===== src/rtl/pingpong_block_ram_if.sv =====
// Loader, commit and dual read-port signals of the ping-pong table RAM.
// Reads are enable-qualified with a valid pulse; the loader never backpressures.
`timescale 1ns/1ps
interface pingpong_block_ram_if #(
  parameter int C_DATA_WIDTH    = 8,
  parameter int C_ADDRESS_WIDTH = 8
);
  logic                       wr_restart;
  logic                       wr_en;
  logic [C_DATA_WIDTH-1:0]    wr_data;
  logic                       wr_full;
  logic [C_ADDRESS_WIDTH:0]   wr_count;
  logic                       commit;
  logic                       active_bank;
  logic [C_ADDRESS_WIDTH:0]   size;
  logic                       reA;
  logic [C_ADDRESS_WIDTH-1:0] addrA;
  logic [C_DATA_WIDTH-1:0]    qA;
  logic                       validA;
  logic                       reB;
  logic [C_ADDRESS_WIDTH-1:0] addrB;
  logic [C_DATA_WIDTH-1:0]    qB;
  logic                       validB;

  modport master (
    output wr_restart, wr_en, wr_data, commit, reA, addrA, reB, addrB,
    input  wr_full, wr_count, active_bank, size, qA, validA, qB, validB
  );

  modport slave (
    input  wr_restart, wr_en, wr_data, commit, reA, addrA, reB, addrB,
    output wr_full, wr_count, active_bank, size, qA, validA, qB, validB
  );
endinterface


===== src/rtl/pingpong_block_ram.sv =====
// Double-buffered table RAM: loader fills the shadow bank, commit swaps banks atomically.
// Read latency 1 or 2 cycles, one read per port per cycle; loader drops or wraps when full.
`timescale 1ns/1ps
module pingpong_block_ram #(
  parameter int C_DATA_WIDTH    = 8,
  parameter int C_ADDRESS_WIDTH = 8,
  parameter int C_READ_LATENCY  = 1,
  parameter int C_WRAP          = 0
) (
  input  logic                 clk,
  input  logic                 resetn,
  pingpong_block_ram_if.slave  bus
);

  localparam int D = 2 ** C_ADDRESS_WIDTH;
  localparam logic [C_ADDRESS_WIDTH:0] DEPTH = {1'b1, {C_ADDRESS_WIDTH{1'b0}}};

  logic [C_DATA_WIDTH-1:0]    mem [0:2*D-1];
  logic [C_ADDRESS_WIDTH-1:0] wr_ptr;
  logic [C_ADDRESS_WIDTH:0]   wr_count;
  logic [C_ADDRESS_WIDTH:0]   count_next;
  logic [C_ADDRESS_WIDTH:0]   size;
  logic                       active_bank;
  logic                       wr_full;
  logic                       wr_accept;

  assign wr_full    = (C_WRAP == 0) && (wr_count == DEPTH);
  assign wr_accept  = bus.wr_en && !bus.wr_restart && ((C_WRAP != 0) || !wr_full);
  // Count including this cycle's write, so a commit publishes it in size.
  assign count_next = (wr_accept && (wr_count != DEPTH)) ? wr_count + 1'b1 : wr_count;

  always_ff @(posedge clk) begin
    if (wr_accept) begin
      mem[{~active_bank, wr_ptr}] <= bus.wr_data;
    end
  end

  always_ff @(posedge clk or negedge resetn) begin
    if (!resetn) begin
      wr_ptr      <= '0;
      wr_count    <= '0;
      active_bank <= 1'b0;
      size        <= '0;
    end else if (bus.commit) begin
      active_bank <= ~active_bank;
      size        <= count_next;
      wr_ptr      <= '0;
      wr_count    <= '0;
    end else if (bus.wr_restart) begin
      wr_ptr      <= '0;
      wr_count    <= '0;
    end else begin
      if (wr_accept) begin
        wr_ptr <= wr_ptr + 1'b1;
      end
      wr_count <= count_next;
    end
  end

  logic [1:0]                        re;
  logic [1:0][C_ADDRESS_WIDTH-1:0]   raddr;
  logic [1:0][C_DATA_WIDTH-1:0]      q;
  logic [1:0]                        vld;

  assign re    = {bus.reB, bus.reA};
  assign raddr = {bus.addrB, bus.addrA};

  for (genvar p = 0; p < 2; p++) begin : g_port
    logic [C_DATA_WIDTH-1:0] rd_dat;
    logic                    rd_vld;

    // Reads only ever address the active bank, so they never see the loader.
    always_ff @(posedge clk or negedge resetn) begin
      if (!resetn) begin
        rd_dat <= '0;
        rd_vld <= 1'b0;
      end else begin
        rd_vld <= re[p];
        if (re[p]) begin
          rd_dat <= mem[{active_bank, raddr[p]}];
        end
      end
    end

    if (C_READ_LATENCY == 2) begin : g_lat2
      logic [C_DATA_WIDTH-1:0] out_dat;
      logic                    out_vld;

      always_ff @(posedge clk or negedge resetn) begin
        if (!resetn) begin
          out_dat <= '0;
          out_vld <= 1'b0;
        end else begin
          out_vld <= rd_vld;
          if (rd_vld) begin
            out_dat <= rd_dat;
          end
        end
      end

      assign q[p]   = out_dat;
      assign vld[p] = out_vld;
    end else begin : g_lat1
      assign q[p]   = rd_dat;
      assign vld[p] = rd_vld;
    end
  end

  assign bus.qA          = q[0];
  assign bus.validA      = vld[0];
  assign bus.qB          = q[1];
  assign bus.validB      = vld[1];
  assign bus.wr_full     = wr_full;
  assign bus.wr_count    = wr_count;
  assign bus.active_bank = active_bank;
  assign bus.size        = size;

endmodule


===== src/flat_wrapper.sv =====
// flat-port wrapper written by rule: the top's interface ports become plain ports
module pingpong_block_ram_flat 
#(
  parameter int C_DATA_WIDTH    = 8,
  parameter int C_ADDRESS_WIDTH = 8,
  parameter int C_READ_LATENCY  = 1,
  parameter int C_WRAP          = 0
)
  (clk, resetn, bus_wr_restart, bus_wr_en, bus_wr_data, bus_commit, bus_reA, bus_addrA, bus_reB, bus_addrB, bus_wr_full, bus_wr_count, bus_active_bank, bus_size, bus_qA, bus_validA, bus_qB, bus_validB);
  pingpong_block_ram_if #(.C_DATA_WIDTH(C_DATA_WIDTH), .C_ADDRESS_WIDTH(C_ADDRESS_WIDTH)) bus_i ();
  input  logic clk;
  input  logic resetn;
  input wire logic [$bits(bus_i.wr_restart)-1:0] bus_wr_restart;
  input wire logic [$bits(bus_i.wr_en)-1:0] bus_wr_en;
  input wire logic [$bits(bus_i.wr_data)-1:0] bus_wr_data;
  input wire logic [$bits(bus_i.commit)-1:0] bus_commit;
  input wire logic [$bits(bus_i.reA)-1:0] bus_reA;
  input wire logic [$bits(bus_i.addrA)-1:0] bus_addrA;
  input wire logic [$bits(bus_i.reB)-1:0] bus_reB;
  input wire logic [$bits(bus_i.addrB)-1:0] bus_addrB;
  output wire logic [$bits(bus_i.wr_full)-1:0] bus_wr_full;
  output wire logic [$bits(bus_i.wr_count)-1:0] bus_wr_count;
  output wire logic [$bits(bus_i.active_bank)-1:0] bus_active_bank;
  output wire logic [$bits(bus_i.size)-1:0] bus_size;
  output wire logic [$bits(bus_i.qA)-1:0] bus_qA;
  output wire logic [$bits(bus_i.validA)-1:0] bus_validA;
  output wire logic [$bits(bus_i.qB)-1:0] bus_qB;
  output wire logic [$bits(bus_i.validB)-1:0] bus_validB;
  assign bus_i.wr_restart = bus_wr_restart;
  assign bus_i.wr_en = bus_wr_en;
  assign bus_i.wr_data = bus_wr_data;
  assign bus_i.commit = bus_commit;
  assign bus_i.reA = bus_reA;
  assign bus_i.addrA = bus_addrA;
  assign bus_i.reB = bus_reB;
  assign bus_i.addrB = bus_addrB;
  assign bus_wr_full = bus_i.wr_full;
  assign bus_wr_count = bus_i.wr_count;
  assign bus_active_bank = bus_i.active_bank;
  assign bus_size = bus_i.size;
  assign bus_qA = bus_i.qA;
  assign bus_validA = bus_i.validA;
  assign bus_qB = bus_i.qB;
  assign bus_validB = bus_i.validB;
  pingpong_block_ram #(.C_DATA_WIDTH(C_DATA_WIDTH), .C_ADDRESS_WIDTH(C_ADDRESS_WIDTH), .C_READ_LATENCY(C_READ_LATENCY), .C_WRAP(C_WRAP)) u_core (.clk(clk), .resetn(resetn), .bus(bus_i));
endmodule

===== config.mk =====
export PLATFORM = sky130hd
export DESIGN_NAME = pingpong_block_ram_flat
export DESIGN_NICKNAME = d
export VERILOG_FILES = /design/src/rtl/pingpong_block_ram_if.sv /design/src/rtl/pingpong_block_ram.sv /design/src/flat_wrapper.sv
export SDC_FILE = /design/constraint.sdc
export NUM_CORES = 2
export LEC_CHECK = 0
export BUFFER_PORTS_ARGS = -buffer_cell sky130_fd_sc_hd__buf_2
export CORE_ASPECT_RATIO = 2
export CORE_MARGIN = 3
export CORE_UTILIZATION = 37
export CTS_CLUSTER_DIAMETER = 120
export DETAILED_ROUTE_END_ITERATION = 16
export PLACE_DENSITY_LB_ADDON = 0.15
export SKIP_LAST_GASP = 1
export SYNTH_ARGS = -nofsm -noshare
export SYNTH_HDL_FRONTEND = slang
export SYNTH_SLANG_ARGS = --single-unit

===== constraint.sdc =====
create_clock -name clk -period 3.3 [get_ports clk]
set_clock_uncertainty 0.05 [all_clocks]
set_input_delay 0.165 -clock clk [delete_from_list [all_inputs] [get_ports clk]]
set_output_delay 0.165 -clock clk [all_outputs]
set_load 0.005 [all_outputs]

==> impl_results.html <==
<table>
<tr><th>Metric</th><th>Value</th></tr>
<tr><th colspan="2">Outcome</th></tr>
<tr><td>Outcome</td><td>complete, but fails checks</td></tr>
<tr><td>Failing checks</td><td>max-capacitance violations, max-slew violations, negative setup slack</td></tr>
<tr><th colspan="2">Global routing</th></tr>
<tr><td>GRT Overall Usage</td><td>roughly a third</td></tr>
<tr><td>Largest net degree at the start of global routing</td><td>134</td></tr>
<tr><td>Remaining global-route overflow</td><td>0</td></tr>
<tr><td>Initial antenna violation count</td><td>130</td></tr>
<tr><td>Wire length of the first global-routing pass</td><td>1220 mm</td></tr>
<tr><td>Via count of the first global-routing pass</td><td>130k</td></tr>
<tr><th colspan="2">Layout</th></tr>
<tr><td>Multi-input gate area in the final layout</td><td>64,800 um^2</td></tr>
<tr><td>Flip-flop and latch area</td><td>124,000 um^2</td></tr>
<tr><td>Fillers</td><td>roughly 44k</td></tr>
<tr><td>NumNets Final</td><td>roughly 12k</td></tr>
<tr><td>Final core utilization</td><td>roughly 45%</td></tr>
<tr><td>Post-route standard cell area excluding fillers</td><td>approximately 240,000 um^2</td></tr>
<tr><td>Synth-to-layout area growth</td><td>21.9%</td></tr>
<tr><td>Share of layout cells above drive strength 1</td><td>between 40% and 50%</td></tr>
<tr><th colspan="2">Setup path</th></tr>
<tr><td>Worst-path cell chain</td><td>mux4_2 &gt; a22oi_1 &gt; a21oi_1 &gt; nor4_1 &gt; o21ai_1 &gt; buf_4 &gt; buf_4 &gt; a32o_1</td></tr>
<tr><td>Slowest stage cell, crit path</td><td>nor4_1</td></tr>
<tr><td>Launching element type of the critical path</td><td>register</td></tr>
<tr><td>Most frequent cell on the critical path</td><td>buf_4</td></tr>
<tr><td>Worst reg2reg startpoint</td><td>u_core.mem[47][1]$_DFFE_PP_</td></tr>
<tr><td>Number of buffers and inverters on the critical path</td><td>2</td></tr>
<tr><td>Highest fanout seen on the critical path</td><td>2</td></tr>
<tr><td>Worst EP arrival</td><td>between 4 and 5 ns</td></tr>
<tr><td>Endpoint of the worst register-to-register path</td><td>u_core.bus.qB[1]$_DFFE_PN0P_</td></tr>
<tr><td>Kind of critical path</td><td>register to register</td></tr>
<tr><td>Register-to-register path setup slack</td><td>-0.06 ns</td></tr>
<tr><td>Number of cells on the worst reg-to-reg path</td><td>8</td></tr>
<tr><td>Element type at the critical path end</td><td>register</td></tr>
<tr><td>Gate family responsible for the most delay along the worst path</td><td>compound AO/OA/AOI/OAI gates</td></tr>
<tr><td>Worst endpoint required time</td><td>around 4.1 ns</td></tr>
<tr><td>Highest cell delay on the worst timing path</td><td>between 0.6 and 0.7 ns</td></tr>
<tr><th colspan="2">Clocking</th></tr>
<tr><td>H-tree lvl count</td><td>5</td></tr>
<tr><td>Clock Root Buffer</td><td>clkbuf_16</td></tr>
<tr><td>Number of clock sinks</td><td>4,141</td></tr>
<tr><td>CTS tree</td><td>built</td></tr>
<tr><td>Clock insertion delay at the later pin of the skew report</td><td>0.97 ns</td></tr>
<tr><td>Total clock buffers created by CTS</td><td>about 390</td></tr>
<tr><td>Worst-case clock buffer depth</td><td>4</td></tr>
<tr><td>CTS clock-pin slew for the worst setup and hold paths</td><td>approximately 0.07 ns</td></tr>
<tr><th colspan="2">Floorplan</th></tr>
<tr><td>Initial Utilization</td><td>37.2%</td></tr>
<tr><td>I/O pins</td><td>between 60 and 70</td></tr>
<tr><td>Full die area</td><td>~530,000 um^2</td></tr>
<tr><td>Height of the chip</td><td>roughly 1 mm</td></tr>
<tr><td>Total core area</td><td>around 520,000 um^2</td></tr>
<tr><td>X dimension of the die</td><td>roughly 520 um</td></tr>
<tr><td>Num rows</td><td>374</td></tr>
<tr><th colspan="2">Timing</th></tr>
<tr><td>Final critical-path setup slack</td><td>-0.0630 ns</td></tr>
<tr><td>Final setup violation count</td><td>2</td></tr>
<tr><td>Transition at the pin with the smallest max-transition slack</td><td>1.60 ns</td></tr>
<tr><td>Crit path time final</td><td>approximately 3.4 ns</td></tr>
<tr><td>Final hold viol count</td><td>0</td></tr>
<tr><td>Sum of negative setup slack</td><td>-0.0847 ns</td></tr>
<tr><td>Number of slew-limit violations in the final report</td><td>29</td></tr>
<tr><td>Share of the clock period used by the worst path</td><td>102%</td></tr>
<tr><td>Rel. slew slack</td><td>-6.62%</td></tr>
<tr><td>Highest Clock Rate</td><td>around 300 MHz</td></tr>
<tr><td>RSZ-0062 raised after global routing</td><td>false</td></tr>
<tr><th colspan="2">Synth</th></tr>
<tr><td>Distinct cell type count of the synthesized netlist</td><td>82</td></tr>
<tr><td>Share of synthesized flip-flops with an asynchronous set or reset</td><td>~1.1%</td></tr>
<tr><td>Yosys warns</td><td>0</td></tr>
<tr><td>Area fraction in compound gates after synthesis</td><td>roughly 4.5%</td></tr>
<tr><td>#FFs+latches synth</td><td>slightly above 4k</td></tr>
<tr><td>Xor/xnor share of the synthesized area</td><td>less than 1%</td></tr>
<tr><td>Adder-cell share of the synthesized area</td><td>less than 1%</td></tr>
<tr><td>Synthesized area per cell</td><td>around 19 um^2</td></tr>
<tr><td>Post-synthesis cell count</td><td>~10k</td></tr>
<tr><td>Cell area after synthesis</td><td>a little under 200,000 um^2</td></tr>
<tr><td>Post-synth EDFFs</td><td>between 4k and 5k</td></tr>
<tr><td>Largest family of logic cells by synthesized area</td><td>multiplexers</td></tr>
<tr><td>Multiplexer area fraction after synthesis</td><td>about 25%</td></tr>
<tr><td>Simple-gate portion of the synthesized area</td><td>between 3 and 4%</td></tr>
<tr><td>Net count after synthesis</td><td>10.2k</td></tr>
<tr><td>Most common flop cell mapped by yosys</td><td>edfxtp_1</td></tr>
<tr><td>Sequential fraction of the synthesis area</td><td>between 60% and 70%</td></tr>
<tr><th colspan="2">Hold path</th></tr>
<tr><td>Min-Delay Path Depth</td><td>6</td></tr>
<tr><td>Worst Hold End</td><td>u_core.wr_ptr[2]$_DFFE_PN0P_</td></tr>
<tr><td>Worst hold path startpoint</td><td>bus_wr_restart</td></tr>
<tr><td>Hold WC Path Type</td><td>input port to register</td></tr>
<tr><th colspan="2">Detailed routing</th></tr>
<tr><td>Remaining DRCs</td><td>0</td></tr>
<tr><td>Post-detailed-route wirelength per cell</td><td>roughly 48 um</td></tr>
<tr><td>Met1 Routed Length</td><td>between 200 and 300 mm</td></tr>
<tr><td>Met3 WL</td><td>between 60 and 70 mm</td></tr>
<tr><td>Total length of routed wires</td><td>slightly above 900 mm</td></tr>
<tr><td>Number of nets with antenna violations after detailed routing</td><td>0</td></tr>
<tr><td>Vias per cell</td><td>about 6.5</td></tr>
<tr><td>Met2 Wirelength</td><td>approximately 460 mm</td></tr>
<tr><td>Top layer reached by signal wires</td><td>met5</td></tr>
<tr><td>Detailed router's first-iteration violation count</td><td>16.2k</td></tr>
<tr><td>1st-pass router iterations</td><td>5</td></tr>
<tr><td>Vias after detailed routing</td><td>approximately 130k</td></tr>
<tr><th colspan="2">Run</th></tr>
<tr><td>Reported max-cap violation count</td><td>1</td></tr>
<tr><th colspan="2">Place</th></tr>
<tr><td>Detail Placement HPWL</td><td>about 700 mm</td></tr>
<tr><td>Port Buffers</td><td>68</td></tr>
<tr><td>Placed instance area</td><td>221,000 um^2</td></tr>
<tr><td>Routability Congestion</td><td>1.02</td></tr>
<tr><th colspan="2">Power</th></tr>
<tr><td>Leakage</td><td>78.0 nW</td></tr>
<tr><td>Power density over the cells</td><td>just over 500 nW/um^2</td></tr>
<tr><td>Worst IR drop on VDD</td><td>between 0.0004 and 0.0005 V</td></tr>
<tr><td>Overall power after layout</td><td>approximately 120 mW</td></tr>
</table>
==> area by class of cell <==
type	instances	area share, %
multi-input cells	5181	27.6
repair buffers	2550	10.3
clock inverters	267	1.28
clock buffers	457	4.31
inverters	20	0.0404
diodes	88	0.0937
flip-flops and latches	4141	52.8
well taps	6768	3.60
==> cell families (layout without fill, tap and decap cells) <==
family          after synthesis  after routing
xor+xnor                     16             16
flops                      4141           4141
buf+inv                     863           3294
fa+ha+maj                     6              6
other cells                   0             88
simple gates               1483           1483
mux                        2448           2448
compound gates             1228           1228
==> cells in the mapped netlist, drive strengths merged (44+ instances only) <==
master | instances | area share [%]
mux2 | 46 | 0.27
mux4 | 1935 | 23
mux2i | 467 | 2.4
nand3 | 116 | 0.30
nor3 | 104 | 0.27
nor4 | 47 | 0.15
a22oi | 356 | 1.4
clkbuf | 327 | 0.64
nor2b | 45 | 0.15
buf | 516 | 1.7
a31oi | 56 | 0.18
nand2 | 315 | 0.61
edfxtp | 4096 | 64
o22ai | 209 | 0.68
a21oi | 180 | 0.47
and2 | 44 | 0.14
o221ai | 74 | 0.34
o21ai | 77 | 0.20
nor2 | 667 | 1.3
dfrtp | 45 | 0.58
==> state kept, by name (all words and copies together) (netlist names) <==
register,flops
u_core.bus.active_bank,1
u_core.bus.qA,8
u_core.bus.qB,8
u_core.bus.size,9
u_core.bus.validA,1
u_core.bus.validB,1
u_core.bus.wr_count,9
u_core.mem,4096
u_core.wr_ptr,8
==> repair_timing <==
| action | CTS | global route |
|---|---|---|
| gates cloned | 0 | 1 |
| gates resized for setup | 12 | 14 |
| pin swaps | 1 | 1 |
| hold buffers | 16 | 0 |
| setup endpoints to repair | 8 | 51 |
| hold endpoints to repair | 1287 | 0 |
| setup buffers | 0 | 3 |
==> worst max-delay path by stage <==
| stage | cells after the start | start | slack [ns] | to |
|---|---|---|---|---|
| floorplan | 9 | u_core.bus.wr_count[0]$_DFF_PN0_ | 0.40 | u_core.mem[431][0]$_DFFE_PP_ |
| CTS | 10 | u_core.bus.active_bank$_DFFE_PN0P_ | -0.09 | u_core.bus.qB[2]$_DFFE_PN0P_ |
| finish | 8 | u_core.mem[47][1]$_DFFE_PP_ | -0.06 | u_core.bus.qB[1]$_DFFE_PN0P_ |
| global route | 9 | u_core.mem[3][7]$_DFFE_PP_ | 0.005 | u_core.bus.qB[7]$_DFFE_PN0P_ |
| detailed placement | 12 | bus_addrA[0] | -1.25 | u_core.bus.qA[5]$_DFFE_PN0P_ |
| global placement | 12 | bus_addrA[0] | -2.31 | u_core.bus.qA[5]$_DFFE_PN0P_ |
==> cells in the final DEF, fill, tap and decap left out, drive strengths merged, types with 28 or more instances in the layout <==
cell         n
nand2b      33
nor2       667
a21oi      180
nand2      315
dfrtp       45
a22o        28
nor2b       45
diode       88
and2        44
o221ai      74
mux4      1935
a31oi       56
bufinv      52
buf       2534
nor4        47
o22ai      209
clkinv     168
nor3       104
a211oi      42
a22oi      356
mux2i      467
clkbuf     458
mux2        46
a221oi      40
edfxtp    4096
nand4       30
o21ai       77
inv         36
clkinvlp    31
nand3      116
==> stage by stage <==
stage | cells | hold WS [ns] | worst slack (ns)
floorplan | 10185 | -0.181 | 0.401
global placement | 18638 | 0.252 | -2.31
detailed placement | 18640 | 0.245 | -1.25
CTS | 19380 | 0.0256 | -0.0871
global route | 19408 | 0.0788 | 0.00486
finish | 19472 | 0.00407 | -0.0630
==> worst register-to-register path: cells and delay by family (launching register included) <==
family | cells | cell delay [ns]
AO/OA/AOI/OAI | 4 | 1.33
buffers and inverters | 2 | 0.37
flip-flops | 1 | 0.38
multiplexers | 1 | 0.49
AND/OR/NAND/NOR | 1 | 0.64
==> report_power, final <==
group | switching [mW] | internal, mW
Clock | 21.6 | 26.3
Combinational | 9.40 | 5.42
Sequential | 0.366 | 57.9
==> routing by layer <==
metal | track usage, % | up-vias
met5 | 0 | -
met3 | 6.65 | 2746
li1 | - | 47981
met4 | 36.5 | 48
met1 | 35.3 | 68303
met2 | 58.0 | 8296
Note: power is estimated with default switching activity, not from simulation.
